===== config.mk =====
export PLATFORM = sky130hd
export DESIGN_NAME = mips32_ex_mem_stage
export DESIGN_NICKNAME = d
export VERILOG_FILES = /design/src/rtl/mips32_pkg.sv /design/src/rtl/mips32_skid_buf.sv /design/src/rtl/mips32_ex_mem_stage.sv
export SDC_FILE = /design/constraint.sdc
export NUM_CORES = 1
export LEC_CHECK = 0
export CORE_UTILIZATION = 48
export DETAILED_ROUTE_END_ITERATION = 7
export PLACE_DENSITY = 0.89
export REMOVE_ABC_BUFFERS = 1
export SYNTH_ARGS = -nofsm -noshare
export SYNTH_HDL_FRONTEND = slang
export SYNTH_SLANG_ARGS = --single-unit

===== constraint.sdc =====
create_clock -name clk -period 2.1 [get_ports clk]
set_clock_uncertainty 0.1 [all_clocks]
set_input_delay 0.525 -clock clk [delete_from_list [all_inputs] [get_ports clk]]
set_output_delay 0.525 -clock clk [all_outputs]
set_load 0.005 [all_outputs]

===== src/rtl/mips32_pkg.sv =====
// Shared constants for the MIPS32 EX->MEM slice:
// branch encodings, payload layout and buffer states.
package mips32_pkg;

  localparam int DW = 32;
  localparam int RW = 5;

  localparam logic [2:0] BR_NONE = 3'd0;
  localparam logic [2:0] BR_BEQ  = 3'd1;
  localparam logic [2:0] BR_BNE  = 3'd2;
  localparam logic [2:0] BR_BLT  = 3'd3;
  localparam logic [2:0] BR_BGE  = 3'd4;

  // Payload layout, LSB first:
  // exc_ov, mem_write, mem_read, reg_write,
  // rd, store_data, alu_out.
  localparam int OFF_EXC = 0;
  localparam int OFF_MW  = 1;
  localparam int OFF_MR  = 2;
  localparam int OFF_RW  = 3;
  localparam int OFF_RD  = 4;

  function automatic int off_sd(input int rw);
    return OFF_RD + rw;
  endfunction

  function automatic int off_alu(
    input int dw,
    input int rw
  );
    return OFF_RD + rw + dw;
  endfunction

  function automatic int exm_w(
    input int dw,
    input int rw
  );
    return OFF_RD + rw + 2 * dw;
  endfunction

  localparam int EX_MEM_W = exm_w(DW, RW);

  typedef enum logic [1:0] {
    SB_EMPTY = 2'd0,
    SB_ONE   = 2'd1,
    SB_FULL  = 2'd2
  } sb_state_e;

endpackage


===== src/rtl/mips32_skid_buf.sv =====
// Generic 2-entry valid/ready skid buffer with flush.
// Ports: clk, rst, flush, in_* (valid/ready/data), out_* (valid/ready/data).
module mips32_skid_buf
  import mips32_pkg::*;
#(
  parameter int WIDTH = 8
) (
  input  logic             clk,
  input  logic             rst,
  input  logic             flush,
  input  logic             in_valid,
  output logic             in_ready,
  input  logic [WIDTH-1:0] in_data,
  output logic             out_valid,
  input  logic             out_ready,
  output logic [WIDTH-1:0] out_data
);

  sb_state_e        state_q;
  sb_state_e        state_d;
  logic             ready_q;
  logic [WIDTH-1:0] main_q;
  logic [WIDTH-1:0] skid_q;
  logic             acc;
  logic             drn;
  logic             load_main;
  logic             load_skid;
  logic             move_skid;

  assign out_valid = (state_q != SB_EMPTY);
  assign out_data  = main_q;
  assign in_ready  = ready_q;

  assign acc = in_valid & ready_q & ~flush;
  assign drn = out_valid & out_ready;

  // ready is registered from the next state so
  // it never depends combinationally on out_ready
  always_ff @(posedge clk) begin
    if (rst) begin
      state_q <= SB_EMPTY;
      ready_q <= 1'b1;
    end else begin
      state_q <= state_d;
      ready_q <= (state_d != SB_FULL);
    end
  end

  always_comb begin
    state_d = state_q;
    if (flush) begin
      state_d = SB_EMPTY;
    end else begin
      unique case (state_q)
        SB_EMPTY: begin
          if (acc) state_d = SB_ONE;
        end
        SB_ONE: begin
          if (acc && !drn)
            state_d = SB_FULL;
          else if (drn && !acc)
            state_d = SB_EMPTY;
        end
        SB_FULL: begin
          if (drn) state_d = SB_ONE;
        end
        default: state_d = SB_EMPTY;
      endcase
    end
  end

  always_comb begin
    load_main = 1'b0;
    load_skid = 1'b0;
    move_skid = 1'b0;
    if (!flush) begin
      unique case (state_q)
        SB_EMPTY: load_main = acc;
        SB_ONE: begin
          load_main = acc & drn;
          load_skid = acc & ~drn;
        end
        SB_FULL: move_skid = drn;
        default: ;
      endcase
    end
  end

  always_ff @(posedge clk) begin
    if (rst) begin
      main_q <= '0;
      skid_q <= '0;
    end else begin
      if (load_main)
        main_q <= in_data;
      else if (move_skid)
        main_q <= skid_q;
      if (load_skid)
        skid_q <= in_data;
    end
  end

endmodule


===== src/rtl/mips32_ex_mem_stage.sv =====
// EX->MEM pipeline stage: captures ALU result, resolves branches,
// turns overflow into an exception. Ports: ex_* in, mem_* out, redirect_*.
module mips32_ex_mem_stage
  import mips32_pkg::*;
#(
  parameter int DATAWIDTH = DW,
  parameter int REGW      = RW
) (
  input  logic                 clk,
  input  logic                 rst,
  input  logic                 flush,
  input  logic                 ex_valid,
  output logic                 ex_ready,
  input  logic [DATAWIDTH-1:0] ex_alu_out,
  input  logic                 ex_zero,
  input  logic                 ex_less,
  input  logic                 ex_overflow,
  input  logic [DATAWIDTH-1:0] ex_store_data,
  input  logic [REGW-1:0]      ex_rd,
  input  logic                 ex_reg_write,
  input  logic                 ex_mem_read,
  input  logic                 ex_mem_write,
  input  logic [2:0]           ex_br_type,
  input  logic [DATAWIDTH-1:0] ex_br_target,
  output logic                 mem_valid,
  input  logic                 mem_ready,
  output logic [DATAWIDTH-1:0] mem_alu_out,
  output logic [DATAWIDTH-1:0] mem_store_data,
  output logic [REGW-1:0]      mem_rd,
  output logic                 mem_reg_write,
  output logic                 mem_mem_read,
  output logic                 mem_mem_write,
  output logic                 mem_exc_ov,
  output logic                 redirect_valid,
  output logic [DATAWIDTH-1:0] redirect_pc
);

  localparam int PW   = exm_w(DATAWIDTH, REGW);
  localparam int O_SD = off_sd(REGW);
  localparam int O_AL = off_alu(DATAWIDTH, REGW);

  logic [PW-1:0]        in_pl;
  logic [PW-1:0]        out_pl;
  logic                 accept;
  logic                 taken;
  logic                 redir_q;
  logic [DATAWIDTH-1:0] redir_pc_q;

  assign accept = ex_valid & ex_ready & ~flush;

  // an overflowing op keeps its raw sum but
  // must not touch the register file or memory
  assign in_pl = {
    ex_alu_out,
    ex_store_data,
    ex_rd,
    ex_reg_write & ~ex_overflow,
    ex_mem_read  & ~ex_overflow,
    ex_mem_write & ~ex_overflow,
    ex_overflow
  };

  mips32_skid_buf #(
    .WIDTH (PW)
  ) u_buf (
    .clk       (clk),
    .rst       (rst),
    .flush     (flush),
    .in_valid  (ex_valid),
    .in_ready  (ex_ready),
    .in_data   (in_pl),
    .out_valid (mem_valid),
    .out_ready (mem_ready),
    .out_data  (out_pl)
  );

  assign mem_alu_out    = out_pl[O_AL +: DATAWIDTH];
  assign mem_store_data = out_pl[O_SD +: DATAWIDTH];
  assign mem_rd         = out_pl[OFF_RD +: REGW];
  assign mem_reg_write  = out_pl[OFF_RW];
  assign mem_mem_read   = out_pl[OFF_MR];
  assign mem_mem_write  = out_pl[OFF_MW];
  assign mem_exc_ov     = out_pl[OFF_EXC];

  always_comb begin
    taken = 1'b0;
    unique case (ex_br_type)
      BR_NONE: taken = 1'b0;
      BR_BEQ:  taken = ex_zero;
      BR_BNE:  taken = ~ex_zero;
      BR_BLT:  taken = ex_less;
      BR_BGE:  taken = ~ex_less;
      default: taken = 1'b0;
    endcase
  end

  // redirect fires on acceptance, independent
  // of whether MEM has drained the entry yet
  always_ff @(posedge clk) begin
    if (rst) begin
      redir_q    <= 1'b0;
      redir_pc_q <= '0;
    end else begin
      redir_q <= accept & taken;
      if (accept && taken)
        redir_pc_q <= ex_br_target;
    end
  end

  assign redirect_valid = redir_q;
  assign redirect_pc    = redir_pc_q;

endmodule

==> results.tsv, run 1 <==
stage	metric	value	unit
critical_path	Crit path buffers/inverters	1	
clock_tree	Num Clock Sinks	182	
grt	GRT overflow	0	
detailed_routing	ANT nets after route	0	
critical_path	reg2reg start	u_buf.in_ready	
job	MaxCap Viol Count	0	
grt	first-pass GRT wire length	32200	um
critical_path	crit-path max cell delay	540	ps
place	post-DP HPWL	14100	um
timing	Worst slew margin	78.0	%
outcome	status	finished clean	
logic_synthesis	Post-Synth XOR/XNOR Area	0	%
critical_path	CP startpoint	u_buf.in_ready	
detailed_routing	Avg WL per Cell	15.9	um
logic_synthesis	cell count after synthesis	810	
finish	share of post-route cells with drive strength above 1	22.7	%
critical_path	Crit path arrival time	1390	ps
detailed_routing	Remaining DRCs	0	
clock_tree	H-tree depth	4	
detailed_routing	Iter 0 DRT Violations	278	
logic_synthesis	Synth Area in Simple Gates	17.7	%
place	port buffer count	222	
detailed_routing	DR vias/cell	5.23	
critical_path	WS Path Type	flop to output port	
detailed_routing	drt pass-1 iters	5	
logic_synthesis	largest family of logic cells by synthesized area	compound AO/OA/AOI/OAI gates	
critical_path	slowest CP cell	clkdlybuf4s50_1	
clock_tree	# hold bufs at CTS	0	
floorplan	row cnt	45	
timing	Worst-Margin Slew	330	ps
clock_tree	CTS clk-pin slew, worst paths	70	ps
place	Placer Congestion	0.771	
power_and_ir_drop	power per cell area	716	nW/um2
detailed_routing	via count	6634	
logic_synthesis	mux cell area share after synthesis	4.74	%
logic_synthesis	Synth top area share	47.6	%
power_and_ir_drop	Lkg Pwr	0.00367	uW
grt	vias in the first global route	6511	
grt	GRT Total Usage	24.7	%
clock_tree	TritonCTS Buffers	17	
finish	utilization after layout	72.3	%
floorplan	die width	128	um
timing	Final Setup Violations	0	
logic_synthesis	Ys Warns	0	
floorplan	initial core utilization	49.8	%
power_and_ir_drop	Final Power	7960	uW
worst_hold_path	HP Start	rst	
finish	Syn-to-layout area delta	45.4	%
logic_synthesis	post-synthesis cell type count	28	
finish	NumNets Final	1159	
floorplan	Die Y	128	um
clock_tree	clock buffer depth	2	
floorplan	Core ar.	15400	um2
logic_synthesis	Yosys reg bits	182	
grt	initial antenna violation count	0	
clock_tree	clk root buf	clkbuf_16	
critical_path	Crit Path Max Fanout	4	
timing	fmax	0.497	GHz
clock_tree	Gates resized, CTS repair	3	
timing	crit path time final	2010	ps
logic_synthesis	Netlist Area Pre-Place	7650	um2
detailed_routing	Detailed Route WL	20100	um
timing	crit share post-route	95.9	%
finish	most frequent cells in the layout	nand2_1, clkdlybuf4s50_1, dfxtp_1	
clock_tree	CTS tree	done	
finish	diode count	0	
power_and_ir_drop	worst vdd ir	0.533	mV
worst_hold_path	Hold Path Class	input pin to flop	
grt	pin count of the biggest net entering global routing	53	
finish	fillers	1075	
timing	Slew Limit Fails	0	
logic_synthesis	register area share after synthesis	47.6	%
critical_path	Startpoint Class	flop	
logic_synthesis	cell type with the highest aggregate area in the netlist	dfxtp_1	
clock_tree	postcts setup bufs	0	
timing	setup repair after global routing missed its margin	false	
critical_path	worst path required time	1470	ps
logic_synthesis	Synth Area in Compound Gates	25.3	%
clock_tree	clock latency on the worst-skew pair	420	ps
finish	area of the multi-input gates	3670	um2
logic_synthesis	post-synthesis adder-cell area fraction	0	%
critical_path	Top Family by Delay on Critical Path	buffers and inverters	
floorplan	die area	16400	um2
floorplan	# IOs	223	
logic_synthesis	synth top area cells	dfxtp_1, a22oi_2, nand2_1, a21oi_2, nand2b_1	
timing	final hold vios	0	
critical_path	critical-path cell list	clkdlybuf4s50_1	
logic_synthesis	Post-Synthesis Mean Instance Area	9.44	um2
finish	sequential cell area	3650	um2
critical_path	endpoint type of the worst setup path	output port	
[flip-flops by register name (all words and copies together) (netlist names)]
register	flops
u_buf.out_data	73
u_buf.skid_q	73
redirect_pc	32
u_buf.state_q	2
redirect_valid	1
u_buf.in_ready	1
[cells by family (layout without fill, tap and decap cells)]
group                  count (synthesis)  in the layout
AND/OR/NAND/NOR                      302            302
multiplexers                          36             36
AO/OA/AOI/OAI                        224            224
buffers and inverters                 66            313
flip-flops                           182            182
[where the power goes]
part | internal [uW] | switching (uW)
clock | 2040 | 1380
sequential | 3550 | 59.7
combinational | 538 | 394
[per-stage QoR]
step                worst slack [ps]  TNS [ps]  hold slack, ps  area [um2]  instances
floorplan                      -4410   -530710             327        7300        745
global placement                -151    -21790             342       10500       1236
detailed placement              -210    -28610             351       10500       1236
CTS                             68.4         0             331       11100       1268
global route                    41.4         0             340       11100       1268
finish                          86.0         0             343       11100       1268
[final cells by class]
cell class	instances	share of cell area (%)
Sequential cell	182	32.8
Tap cell	211	2.37
Clock buffer	18	3.95
Clock inverter	14	1.74
Multi-Input combinational cell	562	33.1
Timing Repair Buffer	280	26.0
Inverter	1	0.0338
[routing by layer]
layer	vias to the layer above	part of all wire, %	track usage (%)
li1	3209	-	-
met2	240	49	43.3
met1	3160	42	29.8
met5	-	0	0
met3	25	6.8	6.01
met4	0	1.4	7.54
[cell usage after synthesis]
| library cell | instances |
|---|---|
| nor2_1 | 4 |
| mux2_2 | 2 |
| or2_2 | 1 |
| and4bb_1 | 1 |
| o21a_1 | 2 |
| and2_1 | 1 |
| nor4_4 | 1 |
| a22oi_1 | 2 |
| inv_1 | 1 |
| clkbuf_1 | 31 |
| o21ai_0 | 2 |
| a21oi_1 | 75 |
| nand2_1 | 220 |
| buf_6 | 7 |
| nand2b_1 | 65 |
| mux2i_1 | 34 |
| nor4_1 | 1 |
| nor3b_1 | 1 |
| dfxtp_1 | 182 |
| o22ai_1 | 1 |
| o2111a_1 | 1 |
| buf_2 | 20 |
| buf_4 | 7 |
| nand4_1 | 1 |
| a41oi_2 | 1 |
| a21oi_2 | 70 |
| a22oi_2 | 70 |
| nor2b_1 | 6 |
[worst reg2reg max path: stages (launching register included)]
cell and delay, ps:
dfxtp_1 430, nand2_1 190, nor2_1 220, o2111a_2 290
buf_12 210, mux2i_1 270
[final timing paths]
path                             to  depth (start not counted)  slack [ps]
setup / recovery           ex_ready                          1          90
hold / removal    u_buf.out_data[4]                          2         340
setup reg to reg    redirect_pc[14]                          5         300
hold reg to reg    u_buf.skid_q[72]                          2         360
No activity file was read; power rests on OpenSTA's default activity.
==> run 2: changes to the inputs <==
==> constraint.sdc (replaced) <==
create_clock -name clk -period 2.1 [get_ports clk]
set_clock_uncertainty 0.1 [all_clocks]
set_input_delay 0.63 -clock clk [delete_from_list [all_inputs] [get_ports clk]]
set_output_delay 0.63 -clock clk [all_outputs]
set_load 0.005 [all_outputs]
==> run 2 against run 1 <==
Net effect: setup slack got worse by 44 ps; sequential cell count unchanged; die area unchanged; register-to-register slack improved by 60 ps; fmax decreased by 2.1%; clock power increased by 3%; largest power group unchanged.
==> results.tsv, run 2 (synthesis gave the netlist of run 1 again) <==
stage	metric	value	unit
detailed_routing	via count	6566	
floorplan	row cnt	45	
floorplan	Die Y	128	um
critical_path	endpoint type of the worst setup path	output port	
place	placed cells	1223	
timing	Slew Limit Fails	0	
finish	commonest non-fill, non-tap cell in the layout	nand2_1	
clock_tree	CTS clk-pin slew, worst paths	60	ps
critical_path	Top Family by Delay on Critical Path	buffers and inverters	
grt	first-pass GRT wire length	32100	um
critical_path	R2R Path End	u_buf.out_data[36]	
clock_tree	TritonCTS Buffers	17	
timing	Worst slew margin	76.4	%
detailed_routing	Remaining DRCs	0	
critical_path	CP startpoint	u_buf.out_data[3]	
clock_tree	# hold bufs at CTS	0	
power_and_ir_drop	P_int	6290	uW
detailed_routing	met3 routed WL	1560	um
timing	final hold vios	0	
clock_tree	Num Clock Sinks	182	
floorplan	# IOs	223	
critical_path	Crit path buffers/inverters	1	
floorplan	die width	128	um
detailed_routing	drt pass-1 iters	4	
timing	fmax	0.486	GHz
power_and_ir_drop	Lkg Pwr	0.00363	uW
timing	crit share post-route	98.0	%
finish	area of the multi-input gates	3690	um2
detailed_routing	Iter 0 DRT Violations	342	
place	post-DP HPWL	13700	um
floorplan	initial core utilization	49.8	%
clock_tree	H-tree depth	4	
critical_path	Startpoint Class	flop	
floorplan	Core ar.	15400	um2
detailed_routing	Detailed Route WL	20300	um
finish	diode count	0	
power_and_ir_drop	clock share of power	43.6	%
place	Placer Congestion	0.736	
finish	most frequent cells in the layout	nand2_1, clkdlybuf4s50_1, dfxtp_1	
detailed_routing	DR vias/cell	5.23	
critical_path	CP endpoint	mem_reg_write	
timing	crit path time final	2060	ps
grt	GRT overflow	0	
finish	Finished Layout Cells	1255	
timing	Final Setup Violations	0	
power_and_ir_drop	worst vdd ir	0.560	mV
critical_path	WS Path Type	flop to output port	
clock_tree	clock latency on the worst-skew pair	420	ps
critical_path	crit-path max cell delay	550	ps
job	MaxCap Viol Count	0	
worst_hold_path	hold depth	2	
detailed_routing	ANT nets after route	0	
detailed_routing	Avg WL per Cell	16.2	um
finish	fillers	1095	
critical_path	slowest CP cell	clkdlybuf4s50_1	
grt	initial antenna violation count	0	
critical_path	critical-path cell list	clkdlybuf4s50_1	
clock_tree	postcts setup bufs	0	
critical_path	worst path required time	1370	ps
critical_path	Crit Path Max Fanout	2	
floorplan	die area	16400	um2
clock_tree	clock buffer depth	2	
clock_tree	CTS tree	done	
detailed_routing	Top Layer Used	met4	
power_and_ir_drop	power per cell area	729	nW/um2
finish	NumNets Final	1146	
power_and_ir_drop	Reg power frac	44.6	%
clock_tree	Gates resized, CTS repair	3	
critical_path	worst reg2reg setup slack	360	ps
clock_tree	clk root buf	clkbuf_16	
timing	setup repair after global routing missed its margin	false	
critical_path	Crit path arrival time	1330	ps
finish	utilization after layout	72.2	%
finish	sequential cell area	3650	um2
power_and_ir_drop	combinational share of power	11.8	%
detailed_routing	metal2 WL	10100	um
critical_path	FF-to-FF path depth	6	
outcome	status	finished clean	
grt	vias in the first global route	6568	
power_and_ir_drop	Sw Pwr	1800	uW
timing	final hold slack	360	ps
finish	Syn-to-layout area delta	45.1	%
power_and_ir_drop	Net Sw Frac	22.2	%
grt	GRT Total Usage	24.9	%
timing	Worst-Margin Slew	353	ps
critical_path	reg2reg start	u_buf.state_q[1]	
detailed_routing	wire length on met1	8360	um
worst_hold_path	Hold Path Class	flop to flop	
finish	share of post-route cells with drive strength above 1	21.7	%
grt	pin count of the biggest net entering global routing	74	
critical_path	Crit. path cell count	1	
place	port buffer count	222	
==> run 2: cell count changes in the layout (fill, tap and decap cells not counted), moves of 2 or more <==
cell,before,now
buf_12,19,22
buf_4,39,22
clkbuf_1,0,2
dfxtp_2,0,2
inv_6,4,1
==> run 2: worst min path at each step <==
stage                                   from            endpoint  slack (ps)
after floorplan              u_buf.skid_q[0]     u_buf.skid_q[0]         330
after global placement      u_buf.skid_q[72]    u_buf.skid_q[72]         340
after detailed placement    u_buf.skid_q[72]    u_buf.skid_q[72]         350
after CTS                   u_buf.skid_q[72]    u_buf.skid_q[72]         360
after global routing      u_buf.out_data[35]  u_buf.out_data[35]         380
final                      u_buf.out_data[1]   u_buf.out_data[1]         360
==> run 2: cell type report <==
type / count / share of cell area (%)
clock buffers: 21 / 4.15
clock inverters: 11 / 1.76
inverters: 1 / 0.0338
multi-input cells: 562 / 33.2
flip-flops and latches: 182 / 32.9
well taps: 211 / 2.38
repair buffers: 267 / 25.6
==> run 2: stage by stage <==
step	total power (uW)	setup WS, ps	setup TNS, ps	cell area [um2]
after floorplan	3980	-4520	-549710	7300
after global placement	4620	-297	-43140	10400
after detailed placement	4640	-357	-49020	10400
after CTS	8160	18.4	0	11100
after global routing	8360	0.205	0	11100
final	8090	42.4	0	11100
==> run 2: tightest hold or removal path, cell delays in order (launching register included) <==
cell and delay, ps:
dfxtp_1 310, nand2_1 50, a21oi_1 50
==> run 2: metal layers <==
metal  GRT usage [%]  vias to the layer above
li1                -                     3184
met1            28.3                     3139
met2            44.2                      221
met3            7.68                       22
met4            8.17                        0
met5               0                        -
==> run 2: power groups by stage <==
stage	sequential (uW)	combinational (uW)	clock, uW
after CTS	3610	961	3590
after global placement	3680	936	0
after global routing	3620	1020	3720
after detailed placement	3680	953	0
after floorplan	3680	297	0
final	3610	958	3520
==> run 3: changes to the inputs <==
Settings changed: CTS_CLUSTER_DIAMETER set to 200, SETUP_SLACK_MARGIN set to 0.4.
==> run 3 against run 2 <==
Net effect: core utilization increased by 2.9 points; hold slack got worse by 2.8 ps; setup slack improved by 230 ps; clock-buffer cell count unchanged; critical path type is now input pin to flop; first-iteration DRC count increased by 29%.
==> results.tsv, run 3 (synthesis gave the netlist of run 1 again) <==
stage	metric	value	unit
outcome	status	finished clean	
grt	initial antenna violation count	0	
finish	most frequent cells in the layout	nand2_1, clkdlybuf4s50_1, dfxtp_2	
grt	GRT Total Usage	28.3	%
timing	crit share post-route	87.1	%
power_and_ir_drop	Lkg Pwr	0.00429	uW
clock_tree	clk root buf	clkbuf_16	
detailed_routing	ANT nets after route	0	
finish	fillers	988	
grt	GRT overflow	0	
critical_path	Startpoint Class	input pin	
timing	fmax	0.546	GHz
critical_path	Crit path buffers/inverters	4	
power_and_ir_drop	power per cell area	715	nW/um2
clock_tree	CTS tree	done	
detailed_routing	drt pass-1 iters	5	
floorplan	# IOs	223	
grt	first-pass GRT wire length	36000	um
critical_path	Crit Path Max Fanout	8	
worst_hold_path	Hold Path Class	flop to flop	
timing	Final WS setup	270	ps
detailed_routing	Avg WL per Cell	18.6	um
critical_path	slowest CP cell	clkdlybuf4s15_2	
floorplan	die width	128	um
floorplan	initial core utilization	49.8	%
detailed_routing	DR vias/cell	5.38	
floorplan	row cnt	45	
finish	commonest non-fill, non-tap cell in the layout	nand2_1	
critical_path	worst path required time	2360	ps
clock_tree	clock buffer depth	2	
critical_path	WS Path Type	input pin to flop	
clock_tree	TritonCTS Buffers	17	
timing	Worst slew margin	75.7	%
power_and_ir_drop	Sw Pwr	1890	uW
detailed_routing	Remaining DRCs	0	
clock_tree	clock latency on the worst-skew pair	420	ps
floorplan	Core ar.	15400	um2
place	placed cells	1223	
finish	Finished Layout Cells	1305	
timing	final hold vios	0	
finish	share of post-route cells with drive strength above 1	46.2	%
place	Placer Congestion	0.736	
timing	crit path time final	1830	ps
floorplan	Die Y	128	um
finish	NumNets Final	1196	
timing	Slew Limit Fails	0	
critical_path	endpoint type of the worst setup path	flop	
power_and_ir_drop	Reg power frac	43.9	%
timing	setup repair after global routing missed its margin	true	
clock_tree	CTS clk-pin slew, worst paths	70	ps
critical_path	Crit path arrival time	2090	ps
power_and_ir_drop	clock share of power	43.0	%
critical_path	Top Family by Delay on Critical Path	buffers and inverters	
power_and_ir_drop	Net Sw Frac	22.9	%
place	post-DP HPWL	13700	um
clock_tree	Num Clock Sinks	182	
critical_path	most used cell, CP	buf_12	
place	port buffer count	222	
power_and_ir_drop	P_int	6360	uW
power_and_ir_drop	combinational share of power	13.1	%
critical_path	critical-path cell list	clkdlybuf4s15_2 > and4bb_4 > a41oi_4 > buf_12 > buf_12 > bufbuf_16 > nand2_1 > a21oi_2	
timing	Worst-Margin Slew	365	ps
detailed_routing	Detailed Route WL	24200	um
clock_tree	H-tree depth	4	
grt	vias in the first global route	7061	
critical_path	crit-path max cell delay	260	ps
timing	Final Setup Violations	0	
detailed_routing	via count	7017	
place	Placement Setup Slack	-357	ps
finish	utilization after layout	75.1	%
grt	pin count of the biggest net entering global routing	74	
finish	diode count	0	
floorplan	die area	16400	um2
power_and_ir_drop	worst vdd ir	0.566	mV
job	MaxCap Viol Count	0	
finish	Syn-to-layout area delta	50.9	%
detailed_routing	Iter 0 DRT Violations	440	
==> run 3: cell count changes in the layout (fill, tap and decap cells not counted), sizes merged <==
cell / previous run / this run
clkdlybuf4s15: 0 / 2
buf: 46 / 158
dlymetal6s2s: 1 / 0
dlygate4sd2: 1 / 2
clkbuf: 21 / 68
bufbuf: 0 / 3
clkdlybuf4s50: 219 / 105
==> run 3: repair_timing <==
item / CTS / global route
endpoints found under the setup margin: 289 / 171
setup buffers: 26 / 9
hold buffers: 0 / 0
cloned: 9 / 6
pin swaps: 7 / 10
gates resized for setup: 473 / 89
==> run 3: cell type report <==
type / count / area, um2 / area share, %
timing repair buffer: 317 / 3090 / 26.8
multi-input combinational: 562 / 3750 / 32.5
clock inverter: 11 / 195 / 1.69
tap: 211 / 264 / 2.29
inverter: 1 / 3.75 / 0.0325
clock buffer: 21 / 460 / 3.99
sequential: 182 / 3780 / 32.7
==> run 3: final timing paths <==
check,from,to,slack [ps],depth (start not counted)
worst max-delay path,mem_ready,u_buf.out_data[13],270,8
worst min-delay path,u_buf.skid_q[72],u_buf.skid_q[72],360,2
worst max register to register,u_buf.state_q[1],u_buf.out_data[13],290,8
worst min register to register,u_buf.skid_q[72],u_buf.skid_q[72],360,2
==> run 3: per-layer routing <==
metal / share of wire (%) / wire length (um) / vias to the layer above / track usage, %
met5: 0 / 0 / - / 0
met3: 8.3 / 2010 / 34 / 9.14
met1: 39 / 9390 / 3399 / 30.8
li1: - / - / 3304 / -
met2: 51 / 12400 / 280 / 51.5
met4: 1.8 / 424 / 0 / 9.27
==> run 3: power groups by stage <==
stage	Sequential [uW]	Clock, uW	Combinational, uW
final	3620	3540	1080
after global routing	3630	3720	1140
after CTS	3620	3590	1040
after detailed placement	3680	0	953
after global placement	3680	0	936
after floorplan	3680	0	297
==> run 3: worst reg2reg max path, cell delays in order (launching register included) <==
cell	delay [ps]
dfxtp_2	320
buf_4	160
and4bb_4	220
a41oi_4	200
buf_12	150
buf_12	120
bufbuf_16	260
nand2_1	80
a21oi_2	130
==> run 3: metrics by stage <==
| step | total power (uW) | hold slack [ps] | cell area (um2) | setup TNS (ps) |
|---|---|---|---|---|
| global route | 8490 | 373 | 11500 | 0 |
| floorplan | 3980 | 327 | 7300 | -549710 |
| detailed placement | 4640 | 351 | 10400 | -49020 |
| finish | 8250 | 358 | 11500 | 0 |
| global placement | 4620 | 343 | 10400 | -43140 |
| CTS | 8250 | 360 | 11600 | 0 |
